`src/rtl/fir_mac_sequencer_if.sv`:
```
// Sample-in / result-out valid-ready handshake bundle for fir_mac_sequencer.
// The slave modport is the sequencer's view of the bundle; the master modport is the environment's view.
interface fir_mac_sequencer_if #(
    parameter int DATA_WIDTH = 8
);
    logic                            in_valid;
    logic                            in_ready;
    logic signed [DATA_WIDTH-1:0]    x_in;
    logic                            out_valid;
    logic                            out_ready;
    logic signed [2*DATA_WIDTH-1:0]  y_out;

    modport master (
        output in_valid, x_in, out_ready,
        input  in_ready, out_valid, y_out
    );

    modport slave (
        input  in_valid, x_in, out_ready,
        output in_ready, out_valid, y_out
    );
endinterface

```
`src/rtl/fir_mac_sequencer.sv`:
```
// Time-multiplexed N-tap FIR: one signed multiply-accumulate is stepped across the taps for each sample.
// Build option FIR_SAT_EN: saturate the final sum to the output range instead of wrapping it.
module fir_mac_sequencer #(
    parameter int N          = 4,
    parameter int DATA_WIDTH = 8
) (
    input  logic                          clk,
    input  logic                          rst,
    fir_mac_sequencer_if.slave            bus,
    input  logic                          coef_we,
    input  logic [$clog2(N)-1:0]          coef_addr,
    input  logic signed [DATA_WIDTH-1:0]  coef_data,
    output logic                          busy
);
    localparam int KW    = $clog2(N);
    localparam int OUT_W = 2 * DATA_WIDTH;
    localparam int ACC_W = OUT_W + KW;
    localparam logic [KW-1:0] LAST_K = KW'(N - 1);
`ifdef FIR_SAT_EN
    localparam logic signed [ACC_W-1:0] SAT_MAX = {{(ACC_W-OUT_W+1){1'b0}}, {(OUT_W-1){1'b1}}};
    localparam logic signed [ACC_W-1:0] SAT_MIN = {{(ACC_W-OUT_W+1){1'b1}}, {(OUT_W-1){1'b0}}};
`endif

    typedef enum logic [1:0] {
        IDLE = 2'd0,
        MAC  = 2'd1,
        DONE = 2'd2
    } state_t;

    state_t                          state_r;
    state_t                          state_next_s;
    logic signed [DATA_WIDTH-1:0]    tap_r  [N];
    logic signed [DATA_WIDTH-1:0]    coef_r [N];
    logic signed [ACC_W-1:0]         acc_r;
    logic        [KW-1:0]            k_r;
    logic signed [OUT_W-1:0]         y_out_r;
    logic                            out_valid_r;
    logic                            in_ready_r;
    logic                            busy_r;

    logic signed [OUT_W-1:0]         coef_ext_s;
    logic signed [OUT_W-1:0]         tap_ext_s;
    logic signed [OUT_W-1:0]         prod_s;
    logic signed [ACC_W-1:0]         prod_ext_s;
    logic signed [ACC_W-1:0]         sum_s;
    logic                            accept_s;
    logic                            mac_en_s;
    logic                            last_s;
    logic                            handoff_s;
    logic                            coef_wr_s;

    function automatic logic signed [OUT_W-1:0] out_stage(input logic signed [ACC_W-1:0] sum);
`ifdef FIR_SAT_EN
        if (sum > SAT_MAX) begin
            out_stage = OUT_W'(SAT_MAX);
        end else if (sum < SAT_MIN) begin
            out_stage = OUT_W'(SAT_MIN);
        end else begin
            out_stage = OUT_W'(sum);
        end
`else
        out_stage = OUT_W'(sum);
`endif
    endfunction

    // Both operands are widened to the full product width so the multiply is exact in two's complement
    assign coef_ext_s = {{DATA_WIDTH{coef_r[k_r][DATA_WIDTH-1]}}, coef_r[k_r]};
    assign tap_ext_s  = {{DATA_WIDTH{tap_r[k_r][DATA_WIDTH-1]}}, tap_r[k_r]};
    assign prod_s     = coef_ext_s * tap_ext_s;
    assign prod_ext_s = {{(ACC_W-OUT_W){prod_s[OUT_W-1]}}, prod_s};
    assign sum_s      = acc_r + prod_ext_s;
    assign coef_wr_s  = coef_we && (state_r == IDLE) && (32'(coef_addr) < N);

    // Next-state and control decode
    always_comb begin
        state_next_s = state_r;
        accept_s     = 1'b0;
        mac_en_s     = 1'b0;
        last_s       = 1'b0;
        handoff_s    = 1'b0;
        case (state_r)
            IDLE: begin
                if (bus.in_valid) begin
                    accept_s     = 1'b1;
                    state_next_s = MAC;
                end else begin
                    state_next_s = IDLE;
                end
            end
            MAC: begin
                mac_en_s = 1'b1;
                if (k_r == LAST_K) begin
                    last_s       = 1'b1;
                    state_next_s = DONE;
                end else begin
                    state_next_s = MAC;
                end
            end
            DONE: begin
                if (bus.out_ready) begin
                    handoff_s    = 1'b1;
                    state_next_s = IDLE;
                end else begin
                    state_next_s = DONE;
                end
            end
            default: begin
                state_next_s = IDLE;
            end
        endcase
    end

    // State register; in_ready and busy are registered from the next state
    always_ff @(posedge clk) begin
        if (rst) begin
            state_r    <= IDLE;
            in_ready_r <= 1'b1;
            busy_r     <= 1'b0;
        end else begin
            state_r    <= state_next_s;
            in_ready_r <= (state_next_s == IDLE);
            busy_r     <= (state_next_s != IDLE);
        end
    end

    // Delay line shift on accept and coefficient bank writes
    always_ff @(posedge clk) begin
        if (rst) begin
            for (int i = 0; i < N; i++) begin
                tap_r[i]  <= '0;
                coef_r[i] <= '0;
            end
        end else begin
            if (coef_wr_s) begin
                coef_r[coef_addr] <= coef_data;
            end
            if (accept_s) begin
                for (int i = N - 1; i > 0; i--) begin
                    tap_r[i] <= tap_r[i-1];
                end
                tap_r[0] <= bus.x_in;
            end
        end
    end

    // Accumulator, tap counter and output register
    always_ff @(posedge clk) begin
        if (rst) begin
            acc_r       <= '0;
            k_r         <= '0;
            y_out_r     <= '0;
            out_valid_r <= 1'b0;
        end else begin
            if (accept_s) begin
                acc_r <= '0;
                k_r   <= '0;
            end else if (mac_en_s) begin
                acc_r <= sum_s;
                if (!last_s) begin
                    k_r <= k_r + KW'(1'b1);
                end
            end
            if (last_s) begin
                y_out_r     <= out_stage(sum_s);
                out_valid_r <= 1'b1;
            end else if (handoff_s) begin
                out_valid_r <= 1'b0;
            end
        end
    end

    assign bus.in_ready  = in_ready_r;
    assign bus.out_valid = out_valid_r;
    assign bus.y_out     = y_out_r;
    assign busy          = busy_r;
endmodule

```
`src/flat_wrapper.sv`:
```
// flat-port wrapper written by rule: the top's interface ports become plain ports
module fir_mac_sequencer_flat 
#(
    parameter int N          = 4,
    parameter int DATA_WIDTH = 8
)
  (clk, rst, coef_we, coef_addr, coef_data, busy, bus_in_valid, bus_x_in, bus_out_ready, bus_in_ready, bus_out_valid, bus_y_out);
  fir_mac_sequencer_if #(.DATA_WIDTH(DATA_WIDTH)) bus_i ();
  input  logic clk;
  input  logic rst;
  input  logic coef_we;
  input  logic [$clog2(N)-1:0] coef_addr;
  input  logic signed [DATA_WIDTH-1:0] coef_data;
  output logic busy;
  input wire logic [$bits(bus_i.in_valid)-1:0] bus_in_valid;
  input wire logic [$bits(bus_i.x_in)-1:0] bus_x_in;
  input wire logic [$bits(bus_i.out_ready)-1:0] bus_out_ready;
  output wire logic [$bits(bus_i.in_ready)-1:0] bus_in_ready;
  output wire logic [$bits(bus_i.out_valid)-1:0] bus_out_valid;
  output wire logic [$bits(bus_i.y_out)-1:0] bus_y_out;
  assign bus_i.in_valid = bus_in_valid;
  assign bus_i.x_in = bus_x_in;
  assign bus_i.out_ready = bus_out_ready;
  assign bus_in_ready = bus_i.in_ready;
  assign bus_out_valid = bus_i.out_valid;
  assign bus_y_out = bus_i.y_out;
  fir_mac_sequencer #(.N(N), .DATA_WIDTH(DATA_WIDTH)) u_core (.clk(clk), .rst(rst), .bus(bus_i), .coef_we(coef_we), .coef_addr(coef_addr), .coef_data(coef_data), .busy(busy));
endmodule
```
`config.mk`:
```
export PLATFORM = sky130hd
export DESIGN_NAME = fir_mac_sequencer_flat
export DESIGN_NICKNAME = d
export VERILOG_FILES = /design/src/rtl/fir_mac_sequencer_if.sv /design/src/rtl/fir_mac_sequencer.sv /design/src/flat_wrapper.sv
export SDC_FILE = /design/constraint.sdc
export NUM_CORES = 1
export LEC_CHECK = 0
export CAP_MARGIN = 20
export CORE_MARGIN = 2
export CORE_UTILIZATION = 50
export CTS_BUF_LIST = sky130_fd_sc_hd__clkbuf_2 sky130_fd_sc_hd__clkbuf_4 sky130_fd_sc_hd__clkbuf_8
export CTS_CLUSTER_DIAMETER = 60
export DETAILED_ROUTE_END_ITERATION = 12
export PLACE_DENSITY = 0.69
export SETUP_SLACK_MARGIN = 0.05
export SLEW_MARGIN = 5
export SYNTH_ARGS = -nofsm -noshare
export SYNTH_HDL_FRONTEND = slang
export SYNTH_SLANG_ARGS = --single-unit
```
`constraint.sdc`:
```
create_clock -name clk -period 10.9 [get_ports clk]
set_input_delay 1.635 -clock clk [delete_from_list [all_inputs] [get_ports clk]]
set_output_delay 1.635 -clock clk [all_outputs]
set_load 0.01 [all_outputs]
```
## Yosys cells after proc, flatten, opt, wreduce, memory -nomap -nowiden

Memory sizes are Yosys's and may differ from the RTL's. A register that Yosys moved wholly into a read port is not among the register bits.
Index checks and enable logic that the tools add are counted.
Widths: inputs -> output; s select.

| word-level totals | value |
|---|---|
| latch bits | 0 |
| memories | 2 |
| register bits after elaboration | 41 |
| memory bits (read-only) | 0 |
| word-level logic and storage cells | 60 |
| bits in writable memories | 64 |
| bits of input ports | 23 |
| output and inout port bits | 19 |

| cells by class | value |
|---|---|
| equality and inequality tests | 3 |
| magnitude comparators | 0 |
| mux-type cells | 32 |
| $add $sub $neg | 2 |
| bitwise gates (word level) | 5 |
| shift operators | 0 |
| multiply operators | 1 |
| divide/modulo/power cells | 0 |
| reduce and logical (&&, ||, !) cells | 8 |

Memory list:

| memory | words | bits a word | rd ports | clocked after memory_dff | write ports | RTL line | source |
|---|---|---|---|---|---|---|---|
| u_core.coef_r | 4 | 8 | 1 | 1 | 4 | fir_mac_sequencer.sv:33 | `logic signed [DATA_WIDTH-1:0] coef_r [N];` |
| u_core.tap_r | 4 | 8 | 4 | 1 | 4 | fir_mac_sequencer.sv:32 | `logic signed [DATA_WIDTH-1:0] tap_r [N];` |

Operator list:

| kind | count |
|---|---|
| $mux 8 | 5 |
| $mux 1 | 19 |
| $add 18x16->18 | 1 |
| $mul 8x8->16 | 1 |
| $mux 2 | 7 |
| $reduce_or 8->1 | 1 |
| $pmux 2 s3 | 1 |
| $eq 2x2->1 const B | 2 |
| $logic_not 2->1 | 2 |
| $or 1x1->1 | 4 |
| $reduce_bool 2->1 | 2 |
| $add 2x1->2 const B | 1 |
| $eq 2x1->1 const B | 1 |
| $reduce_and 2->1 | 1 |
| $reduce_or 2->1 | 1 |
| $logic_and 1x1->1 | 1 |
| $not 1->1 | 1 |

## Logic depth before layout (Yosys ltp)

Gate-level depths: netlist of run 1.

| logic depth | value |
|---|---|
| depth in word-level cells | 7 |
| mapped depth | 22 |
| mapped depth without buffers | 20 |

## Least setup slack after synthesis of run 1

Ideal clock, no wire load.

| path | value |
|---|---|
| path type | reg2reg |
| start | reg (tool-made name) |
| end | reg u_core.acc_r[14] |
| path buffers | 2 |
| library setup time | 74 ps |
| data required time | 10,826 ps |
| stages on the path, launching flop included | 19 |
| data arrival time | 5,466 ps |
| period minus slack after synthesis | 5,540 ps |
| setup slack | 5,360 ps |
| cell sequence | dfxtp_1 buf_2 buf_4 mux4_2 and2_1 fa_1 inv_1 fa_1 inv_1 fa_1 fa_1 fa_1 ha_1 a21o_1 a21oi_1 a32oi_2 a31oi_1 or4_1 o211ai_2 |

RTL lines:

| element | RTL line | source |
|---|---|---|
| end signal, assigned | fir_mac_sequencer.sv:158 | `acc_r <= sum_s;` |
| end, declared | fir_mac_sequencer.sv:34 | `logic signed [ACC_W-1:0] acc_r;` |

==> flow_summary.toml, run 1 <==
[clock_network]
clockBufferDepth = 2
cts-root-buf = "clkbuf_8"
clk_latency_ns = 0.39
cts-htree-levels = 3
cts_sinks = 105
cts_tree = "yes"
hold_buffers = 0
post-cts-setup-buffers = 0
cts_buffers = 9
clk_pin_slew_ns = 0.10
cts_resized = 0

[worst_setup_path]
cp_common_cell = "fa_1"
cp_slowest_cell = "mux4_2"
critPathKind = "reg -> reg"
crit_required_ns = 11.21
path_cells = "buf_4 > mux4_2 > and2_1 > inv_1 > fa_1 > inv_1 > fa_1 > fa_1 > fa_1 > fa_1 > ha_1 > a2111oi_0 > o21ai_1 > a221oi_2 > xnor2_1 > nor2_1 > nor3_1"
worstPathArrival_ns = 6.21
start_kind = "flip-flop"
max_stage_delay_ns = 0.65
worstPathMaxFanout = 17
cp-end-kind = "flip-flop"

[sta]
finalSetupViolations = 0
post-route-period-util = 0.5410
setup_slack_ns = 5.003
fin_crit_ns = 5.897
hold_violations = 0
worst_pin_slew_ns = 1.012
skew_ns = 0.006593
rsz0062_at_grt = "false"
final_max_slew_viol_count = 0
tns_ns = 0
relSlewSlack = 0.3233
fmax_mhz = 169.6

[logic_synthesis]
ys_types = 45
synth_seq_cells = 105
synth_seq_area_share = 0.3829
synth_area_per_cell_um2 = 11.10
yosysTopAreaCellShare = 0.2683
yosys_warnings = 0
ys_top_cells_by_area = "edfxtp_1 (27%), fa_1 (20%), dfxtp_1 (11%)"
synthesis.area_mm2 = 0.007162
syn_inst = 645
synth_area_leader_cell = "edfxtp_1"
synth_fp_nets = 777

[outcome]
outcome = "finished clean"

[grt]
grt_pass1_wl_um = 22760
grt_overflow = 0
grtUsageTotal = 0.1959
grt_max_degree = 54
first_global_vias = 4918
antenna_found_initial = 0

[place]
gp_congestion = 0.8405
dp_hpwl_um = 10520
post-place-ws_ns = 4.976
port-buffer-count = 41

[die]
die_h_um = 123.7
die_w_um = 123.7
rows = 43
initial_utilization = 0.5140
io_pins = 42
core_area_mm2 = 0.01393
die_area_mm2 = 0.01530

[pwr]
p_leak_uw = 0.003410
p_per_area_mw_per_mm2 = 184.4
p_total_uw = 1470
ir_worst_vdd_uv = 106.1

[route]
avgRoutedWirePerCell_um = 15.42
wl_um = 13370
remaining_drc_errors = 0
postRouteAntennaNets = 0
drtIter0Drc = 295
vias = 4505
viasPerCell = 5.196
drtPass1Iterations = 4

[layout]
area_growth_pct = 11.29
antenna_cells = 0
fin_nets = 815
drive_above_1_share = 0.07278

[flow_run]
maxCapViolCount = 0

[hold_path]
hold_path.class = "reg -> reg"
-- critical path: cells and delay by family (launching register included) --
family                   cells  cell delay [ns]
AO/OA/AOI/OAI                3             0.87
XOR/XNOR                     1             0.17
adder cells (fa/ha/maj)      6             2.67
buffers and inverters        3             0.53
flip-flops                   1             0.32
multiplexers                 1             0.65
AND/OR/NAND/NOR              3             0.60
-- placed cells by master (no fill, tap or decap), drive strengths merged, types with 2 or more instances in the layout --
cell / synthesis / final
clkdlybuf4s50: 0 / 41
clkbuf: 13 / 10
nand2: 77 / 77
or4: 2 / 2
bufinv: 0 / 2
or2: 7 / 7
buf: 6 / 5
a211oi: 6 / 6
inv: 83 / 83
nor3: 5 / 5
and2: 99 / 99
dfxtp: 41 / 41
a21o: 5 / 5
clkinv: 0 / 3
xor2: 3 / 3
nand4b: 2 / 2
nor3b: 2 / 2
nor2: 30 / 30
a21oi: 31 / 31
ha: 38 / 38
edfxtp: 64 / 64
xnor2: 16 / 16
nand2b: 3 / 3
fa: 71 / 71
mux4: 15 / 15
a31oi: 2 / 2
o21ai: 8 / 8
-- flip-flops by register name, summed over array words and instances (netlist names), named ones only --
| signal | count |
|---|---|
| u_core.bus.y_out | 16 |
| u_core.busy | 1 |
| u_core.coef_r | 32 |
| u_core.tap_r | 32 |
| u_core.acc_r | 16 |
| u_core.state_r | 2 |
| u_core.bus.out_valid | 1 |
| u_core.bus.in_ready | 1 |
| u_core.k_r | 2 |
-- stage by stage --
step             util  instances  hold slack [ns]  instance area [um^2]
2_1_floorplan       -        645           0.4363                  7162
3_3_place_gp   0.5567        852           0.4431                  7757
3_5_place_dp   0.5567        852           0.4471                  7757
4_1_cts        0.5720        867           0.4607                  7970
5_1_grt        0.5720        867           0.4876                  7970
6_report       0.5720        867           0.4606                  7970
-- metal layers --
| layer | global-route usage | part of all wire | vias to the layer above |
|---|---|---|---|
| li1 | - | - | 2174 |
| met1 | 0.2459 | 0.42 | 2238 |
| met2 | 0.3455 | 0.53 | 73 |
| met3 | 0.02518 | 0.031 | 20 |
| met4 | 0.07599 | 0.020 | 0 |
| met5 | 0 | 0 | - |
-- where the power goes --
| group | switching, uW | internal [uW] |
|---|---|---|
| Clock | 135 | 131 |
| Sequential | 18.1 | 453 |
| Combinational | 426 | 307 |
| Total | 579 | 891 |
-- worst paths after layout --
kind                              from                    to  slack, ns  cells past startpoint
hold reg to reg   u_core.bus.y_out[10]  u_core.bus.y_out[10]       0.46                      2
hold / removal    u_core.bus.y_out[10]  u_core.bus.y_out[10]       0.46                      2
setup reg to reg             flip-flop      u_core.acc_r[15]       5.00                     17
setup / recovery             flip-flop      u_core.acc_r[15]       5.00                     17
-- cell families after synthesis --
logic type / Yosys count / synth area share
mux: 17 / 0.05014
fa+ha+maj: 109 / 0.2648
buf+inv: 102 / 0.05468
xor+xnor: 20 / 0.02638
simple gates: 233 / 0.1689
compound gates: 59 / 0.05206
flops: 105 / 0.3829
-- cell type report --
type	count	area, um^2
Tap cell	180	225.2
Sequential cell	105	2743
Clock inverter	5	81.33
Inverter	83	311.5
Timing Repair Buffer	46	447.9
Clock buffer	10	131.4
Fill cell	1171	5964
Multi-Input combinational cell	438	4030
-- cells in the mapped netlist (all sizes together) --
cell type,number
buf,6
ha,38
nand3,1
edfxtp,64
nor2b,1
mux2i,1
or2,7
nand2,77
xnor2,16
clkbuf,13
a41oi,1
a21o,5
nor3,5
fa,71
dfxtp,41
xnor3,1
nand4b,2
a32oi,1
o21bai,1
a211oi,6
mux4,15
nor3b,2
a41o,1
a221oi,1
nor2,30
a31oi,2
o21ai,8
nand4,1
a2111oi,1
or3,1
a21oi,31
nand2b,3
o211ai,1
and2,99
and2b,1
nand3b,1
or4,2
inv,83
xor2,3
mux2,1
(Power assumes the default switching activity.)
==> inputs of run 2 (changes only) <==
==> constraint.sdc (replaced) <==
create_clock -name clk -period 5.6 [get_ports clk]
set_input_delay 0.84 -clock clk [delete_from_list [all_inputs] [get_ports clk]]
set_output_delay 0.84 -clock clk [all_outputs]
set_load 0.01 [all_outputs]
==> flow_summary.toml, run 2 (same netlist as run 1, synthesis figures left out) <==
[sta]
fmax_mhz = 181.6
finalSetupViolations = 0
worst_pin_slew_ns = 0.8322
final_max_slew_viol_count = 0
fin_crit_ns = 5.507
skew_ns = 0.01224
rsz0062_at_grt = "true"
post-route-period-util = 0.9834
hold_violations = 0
tns_ns = 0
hold_ws_ns = 0.4637
relSlewSlack = 0.4452

[route]
drtPass1Iterations = 4
vias = 4660
avgRoutedWirePerCell_um = 16.21
viasPerCell = 5.213
postRouteAntennaNets = 0
remaining_drc_errors = 0
drtIter0Drc = 250
wl_um = 14490

[layout]
top_regs = "u_core.coef_r x32, u_core.tap_r x32"
area_growth_pct = 17.78
seqCellArea_mm2 = 0.002746
postLayoutCoreUtil = 0.6054
fin_nets = 841
fillCellCount = 1111
drive_above_1_share = 0.1527
layout_commonest_cell = "and2_1"
layout_common_cells = "and2_1 (94), inv_1 (81), nand2_1 (75), fa_1 (68), edfxtp_1 (64)"
multi_input_area_mm2 = 0.004229
antenna_cells = 0

[pwr]
swShare = 0.4024
p_per_area_mw_per_mm2 = 390.8
pwr-share-comb = 0.568
clkPwrFrac = 0.153
ir_worst_vdd_uv = 294.7
power.switching_uw = 1327
p_total_uw = 3297
p_leak_uw = 0.003557
p_int_uw = 1970
seq_power_share = 0.278

[clock_network]
cts_tree = "yes"
clockBufferDepth = 2
hold_buffers = 0
clk_latency_ns = 0.40
cts_sinks = 105
clk_pin_slew_ns = 0.11
cts-htree-levels = 3
cts-root-buf = "clkbuf_8"
cts_buffers = 9

[die]
die_w_um = 123.7
rows = 43
io_pins = 42
initial_utilization = 0.5140
die_h_um = 123.7
core_area_mm2 = 0.01393
die_area_mm2 = 0.01530

[worst_setup_path]
cp_slowest_cell = "fa_1"
cp-end-kind = "flip-flop"
worstPathArrival_ns = 5.83
crit_family = "adder cells"
worstPathMaxFanout = 8
cp_common_cell = "fa_1"
max_stage_delay_ns = 0.57
crit_required_ns = 5.92
start_kind = "flip-flop"
cp_num_buf_inv = 4
path_cells = "buf_12 > buf_16 > mux4_2 > and2_4 > fa_1 > inv_2 > fa_1 > inv_1 > fa_1 > fa_1 > fa_1 > ha_4 > nand4b_1 > a32oi_2 > a31oi_2 > or4_1 > o211ai_2"
critPathKind = "reg -> reg"

[grt]
grt_pass1_wl_um = 23470
grt_overflow = 0
first_global_vias = 4810
grtUsageTotal = 0.2023
antenna_found_initial = 0
grt_max_degree = 49

[place]
dp_hpwl_um = 11050
gp_congestion = 0.8630
port-buffer-count = 41

[outcome]
outcome = "finished clean"

[flow_run]
maxCapViolCount = 0

[hold_path]
hold_path.class = "reg -> reg"
## run 2: cell types whose count changed in the layout (fill, tap and decap cells not counted), sizes merged
cell | previous run | this run
buf | 5 | 31
bufinv | 2 | 1
clkinv | 3 | 2
clkinvlp | 0 | 1
clkbuf | 10 | 9
inv | 83 | 86
## run 2: layout make-up
| type | instances | area share |
|---|---|---|
| well taps | 180 | 0.02670 |
| flip-flops and latches | 105 | 0.3256 |
| clock inverters | 7 | 0.01038 |
| repair buffers | 72 | 0.08440 |
| clock buffers | 9 | 0.01468 |
| multi-input cells | 438 | 0.5013 |
| inverters | 83 | 0.03693 |
## run 2: layer usage
metal  up-vias  global-route usage  wire length (um)
met5         -                   0                 0
met4         0             0.06037               214
met3        15             0.04396               428
met2        62              0.3468              7580
met1      2357              0.2579              6271
li1       2226                   -                 -
## run 2: path summary, 6_finish.rpt
check	from	endpoint	slack [ns]	depth (start not counted)
hold / removal	u_core.bus.y_out[9]	u_core.bus.y_out[9]	0.46	2
setup reg to reg	flip-flop	u_core.acc_r[14]	0.09	17
setup / recovery	flip-flop	u_core.acc_r[14]	0.09	17
hold reg to reg	u_core.bus.y_out[9]	u_core.bus.y_out[9]	0.46	2
## run 2: power by group through the flow
stage                     combinational [uW]  sequential [uW]  clock [uW]
after floorplan                         1100              922           0
after global placement                  1480              932           0
after detailed placement                1520              934           0
after CTS                               1640              919         515
after global routing                    2070              926         541
final                                   1870              918         506
## run 2: per-stage QoR
step / area, um^2 / setup WS, ns / std cells
after floorplan: 7162 / 0.06050 / 645
after global placement: 7925 / 0.09699 / 871
after detailed placement: 7925 / -0.1096 / 871
after CTS: 8254 / 0.05718 / 890
after global routing: 8436 / -0.03544 / 894
final: 8436 / 0.09307 / 894
## run 2: repair_timing
item / in CTS / in global routing
pin swaps: 2 / 13
cloned: 1 / 0
setup buffers: 2 / 4
endpoints found under the setup margin: 7 / 8
resized for setup: 12 / 29
## run 2: worst reg2reg max path, delay by kind of cell (launching register included)
kind	cells	cell delay, ns
AOI/OAI and AO/OA	3	0.56
adders and majority gates	6	2.88
buffers and inverters	4	0.33
DFF	1	0.39
muxes	1	0.51
and+or+nand+nor	3	0.74
==> edit 1, RTL diff (settings of run 1) <==
Re-encode `state_t` (3 states) as one-hot, 3 bits wide.
--- a/src/rtl/fir_mac_sequencer.sv
+++ b/src/rtl/fir_mac_sequencer.sv
@@ -22,8 +22,8 @@
 `endif
 
-    typedef enum logic [1:0] {
-        IDLE = 2'd0,
-        MAC  = 2'd1,
-        DONE = 2'd2
+    typedef enum logic [2:0] {
+        IDLE = 3'b001,
+        MAC  = 3'b010,
+        DONE = 3'b100
     } state_t;
 
Check against the original RTL: no difference found for any inputs over 4 cycles, from zero or initial values and one cycle with rst high; so few cycles prove little.
==> edit 1 against run 1 <==
  * Worst setup slack got worse by 100 ps
  * Sequential cell count up 1
  * Routed wire length increased by 3.7%
  * Final area increased by 1.9%
  * Power down 26%
  * Critical path type unchanged
  * Maximum frequency down 1.7%
  * Area after synthesis increased by 2.7%
  * First-iteration DRC count shrank 23%
  * Sequential power decreased by 4%
  * Largest cell class unchanged
==> edit 1: results (changes against run 1) <==
Die Footprint: 15,690 sq um (was 15,300 sq um)
worst vdd ir: 0.00007832 V (was 0.0001061 V)
crit path DAT: 6280 ps (was 6210 ps)
final wirelength: 13,870 um (was 13,370 um)
final clock skew: 9.736 ps (was 6.593 ps)
pin count of the biggest net entering global routing: 50 (was 54)
layout cells sized above 1: 7.092% (was 7.278%)
Mean Syn Cell Area: 11.07 sq um (was 11.10 sq um)
Synth Warn #: 0 (unchanged)
Num CTS Buffers: 9 (unchanged)
postcts setup bufs: 0 (unchanged)
Place WS: 4866 ps (was 4976 ps)
min Tclk post-route: 5998 ps (was 5897 ps)
Synth Area in Adders: 25.80% (was 26.48%)
Synth area leaders: edfxtp_1 26%, fa_1 19%, dfxtp_1 11%, and2_1 8.3%, ha_1 6.5% (was edfxtp_1 27%, fa_1 20%, dfxtp_1 11%, and2_1 8.6%, ha_1 6.6%)
Worst slew margin: 33.35% (was 32.33%)
DP Area: 7931 sq um (was 7757 sq um)
First-pass DRT Iterations: 4 (unchanged)
via count: 4,677 (was 4,505)
Worst Hold Class: flip-flop to flip-flop (unchanged)
clock latency on the worst-skew pair: 390 ps (about the same)
post-synthesis compound-gate area fraction: 6.433% (was 5.206%)
peak fanout along the critical path: 17 (unchanged)
# fillers: 1,247 (was 1,171)
Post-synth top cells: 98 x and2_1, 88 x inv_1, 71 x fa_1, 69 x nand2_1, 64 x edfxtp_1 (was 99 x and2_1, 83 x inv_1, 77 x nand2_1, 71 x fa_1, 64 x edfxtp_1)
CTS Root Cell: clkbuf_8 (unchanged)
GRT Overall Usage: 19.32% (was 19.59%)
Pleak: 0.003413 uW (was 0.003410 uW)
post-synthesis mux area share: 4.884% (was 5.014%)
vias in the first global route: 4,878 (was 4,918)
initial antenna violation count: 0 (unchanged)
diodes inserted: 0 (unchanged)
Reg clk slew, reported paths: 100 ps (about the same)
CP delay by family, top: adder cells (unchanged)
Clock Tree Buf Depth: 2 (unchanged)
post-synth cell types: 58 (was 45)
placed wire-length estimate: 10,830 um (was 10,520 um)
largest registers: u_core.coef_r x32, u_core.tap_r x32 (unchanged)
EDFF count, synth: 64 (unchanged)
routability cong.: 0.8478 (was 0.8405)
CTS-repair resized insts: 0 (unchanged)
Power Density: 134.6 nW/um^2 (was 184.4 nW/um^2)
CTS HTree Levels: 3 (unchanged)
post-synthesis sequential area ratio: 37.58% (was 38.29%)
Worst path slowest cell: mux4_2 (unchanged)
port buffer count: 41 (unchanged)
placed insts: 872 (was 852)
DR iter-0 viols: 227 (was 295)
Mapped Nets: 796 (was 777)
Worst path max stage delay: 650 ps (about the same)
status: complete, no violations (unchanged)
first-pass GRT wire length: 24,050 um (was 22,760 um)
Post-synth ARST share: 0% (unchanged)
post-synthesis xor/xnor area fraction: 2.144% (was 2.638%)
most used flip-flop cell after synthesis: edfxtp_1 (unchanged)
Final nets: 832 (was 815)
per-cell routed wire length: 15.60 um (was 15.42 um)
edit 1: metal layers:
layer  share of wire [%]  track usage [%]  routed length [um]  up-vias
li1                    -                -                   -     2253
met1                  43            25.29                5931     2362
met2                  53            32.93                7313       48
met3                 2.6            2.953                 360       14
met4                 1.9            6.863                 264        0
met5                   0                0                   0        -
edit 1: path summary, 6_finish.rpt:
path	startpoint	to	slack, ps	cells after the start
max	flip-flop	u_core.acc_r[11]	4900	17
min	u_core.bus.y_out[8]	u_core.bus.y_out[8]	460	2
max reg2reg	flip-flop	u_core.acc_r[11]	4900	17
min reg2reg	u_core.bus.y_out[8]	u_core.bus.y_out[8]	460	2
edit 1: power by group:
part	switching [uW]	total [uW]	internal, uW
clock network	140	233	93.4
registers	9.05	454	445
logic	235	406	171
edit 1: cell type report:
type | instances | area share, %
clock buffers | 11 | 1.787
inverters | 89 | 4.113
well taps | 184 | 2.834
multi-input cells | 448 | 51.26
flip-flops and latches | 106 | 34.01
repair buffers | 46 | 5.514
clock inverters | 5 | 0.4775
==> edit 2, RTL diff (config.mk and constraints of run 1) <==
Made on the original files. Add a define of `FIR_SAT_EN`.
--- a/src/rtl/fir_mac_sequencer.sv
+++ b/src/rtl/fir_mac_sequencer.sv
@@ -1,4 +1,6 @@
 // Time-multiplexed N-tap FIR: one signed multiply-accumulate is stepped across the taps for each sample.
 // Build option FIR_SAT_EN: saturate the final sum to the output range instead of wrapping it.
+`define FIR_SAT_EN
+
 module fir_mac_sequencer #(
     parameter int N          = 4,
Check against the original RTL: no difference found for any inputs over 4 cycles, from zero or initial values and one cycle with rst high; that may be too few to reach the edited logic, so the function may still have changed.
==> edit 2 against run 1 <==
  * Routed wire length is 17% higher
  * Cell count is 7.7% higher
  * Via count is 12% higher
  * Clock skew is 3.5 ps higher
  * Worst setup slack worse by 1200 ps
  * Power is 33% higher
  * Maximum frequency is 17% lower
  * Largest power group unchanged
  * Final area is 7.2% higher
  * Area after synthesis is 8.0% higher
  * Sequential share of layout area is 1.8 points lower
  * Sequential cell count is 2 higher
  * Die area is 7.7% higher
  * Largest cell class unchanged
==> edit 2: results (changes against run 1) <==
status: complete, no violations (unchanged)
M2 GR Usage: 33.89% (was 34.55%)
Post-synth top cells: 99 x and2_1, 89 x inv_1, 80 x fa_1, 64 x edfxtp_1, 62 x nand2_1 (was 99 x and2_1, 83 x inv_1, 77 x nand2_1, 71 x fa_1, 64 x edfxtp_1)
routability cong.: 0.8333 (was 0.8405)
per-cell routed wire length: 16.78 um (was 15.42 um)
Min-Delay Startpoint: u_core.acc_r[4] (was u_core.bus.y_out[10])
Post-synth ARST share: 0% (unchanged)
CTS HTree Levels: 3 (unchanged)
worst vdd ir: 0.0002383 V (was 0.0001061 V)
Place WS: 3754 ps (was 4976 ps)
Worst path slowest cell: dfxtp_1 (was mux4_2)
post-synthesis sequential area ratio: 35.98% (was 38.29%)
DR WL met3: 565 um (was 413 um)
met3 usage: 2.827% (was 2.518%)
Worst path max stage delay: 700 ps (was 650 ps)
routed length on met2: 7832 um (was 7119 um)
# fillers: 1,307 (was 1,171)
cell count after synthesis: 702 (was 645)
crit path DAT: 7370 ps (was 6210 ps)
port buffer count: 41 (unchanged)
Num CTS Buffers: 9 (unchanged)
Final nets: 887 (was 815)
DR iter-0 viols: 312 (was 295)
layout cells sized above 1: 8.043% (was 7.278%)
power in combinational cells: 1220 uW (was 734 uW)
WL met1: 7009 um (was 5571 um)
Worst Hold Class: flip-flop to flip-flop (unchanged)
CP delay by family, top: adder cells (unchanged)
via/cell ratio: 5.422 (was 5.196)
Seq power: 489 uW (was 471 uW)
Worst-Margin Slew: 1022 ps (was 1012 ps)
DP Area: 8349 sq um (was 7757 sq um)
peak fanout along the critical path: 15 (was 17)
Pleak: 0.003655 uW (was 0.003410 uW)
largest registers: u_core.coef_r x32, u_core.tap_r x32, u_core.acc_r x18 (was u_core.coef_r x32, u_core.tap_r x32)
sw frac: 47.07% (was 39.41%)
final clock skew: 10.11 ps (was 6.593 ps)
Mapped Nets: 848 (was 777)
pin count of the biggest net entering global routing: 48 (was 54)
Synth Warn #: 0 (unchanged)
placed wire-length estimate: 12,120 um (was 10,520 um)
Global Route met1 Usage: 28.49% (was 24.59%)
first-pass GRT wire length: 26,100 um (was 22,760 um)
final wirelength: 15,680 um (was 13,370 um)
post-synth cell types: 46 (was 45)
vias in the first global route: 5,272 (was 4,918)
GRT Overall Usage: 20.57% (was 19.59%)
Synth area leaders: edfxtp_1 25%, fa_1 21%, dfxtp_1 11%, and2_1 8.0%, ha_1 7.0% (was edfxtp_1 27%, fa_1 20%, dfxtp_1 11%, and2_1 8.6%, ha_1 6.6%)
Tot Pwr: 1958 uW (was 1470 uW)
placed insts: 918 (was 852)
-- edit 2: final cells by class --
type                       instances  area [sq um]  share of cell area, %
tap                              188         235.2                  2.754
timing repair buffer              50         478.0                  5.596
sequential                       107          2783                  32.58
clock inverter                     6         60.06                 0.7032
inverter                          89         334.1                  3.912
multi-input combinational        484          4519                  52.92
clock buffer                      10         131.4                  1.538
-- edit 2: path summary, 6_finish.rpt --
check                                           end  slack (ps)  cells past startpoint
worst max-delay path            u_core.bus.y_out[2]        3780                     18
worst min-delay path                u_core.acc_r[4]         460                      2
worst max register to register  u_core.bus.y_out[2]        3780                     18
worst min register to register      u_core.acc_r[4]         460                      2
-- edit 2: cells by family after synthesis --
| logic type | Yosys count | share of synthesized area [%] |
|---|---|---|
| xor+xnor | 19 | 2.152 |
| compound gates | 94 | 8.672 |
| flops | 107 | 35.98 |
| mux | 18 | 4.773 |
| fa+ha+maj | 123 | 27.67 |
| simple gates | 230 | 15.14 |
| buf+inv | 111 | 5.614 |
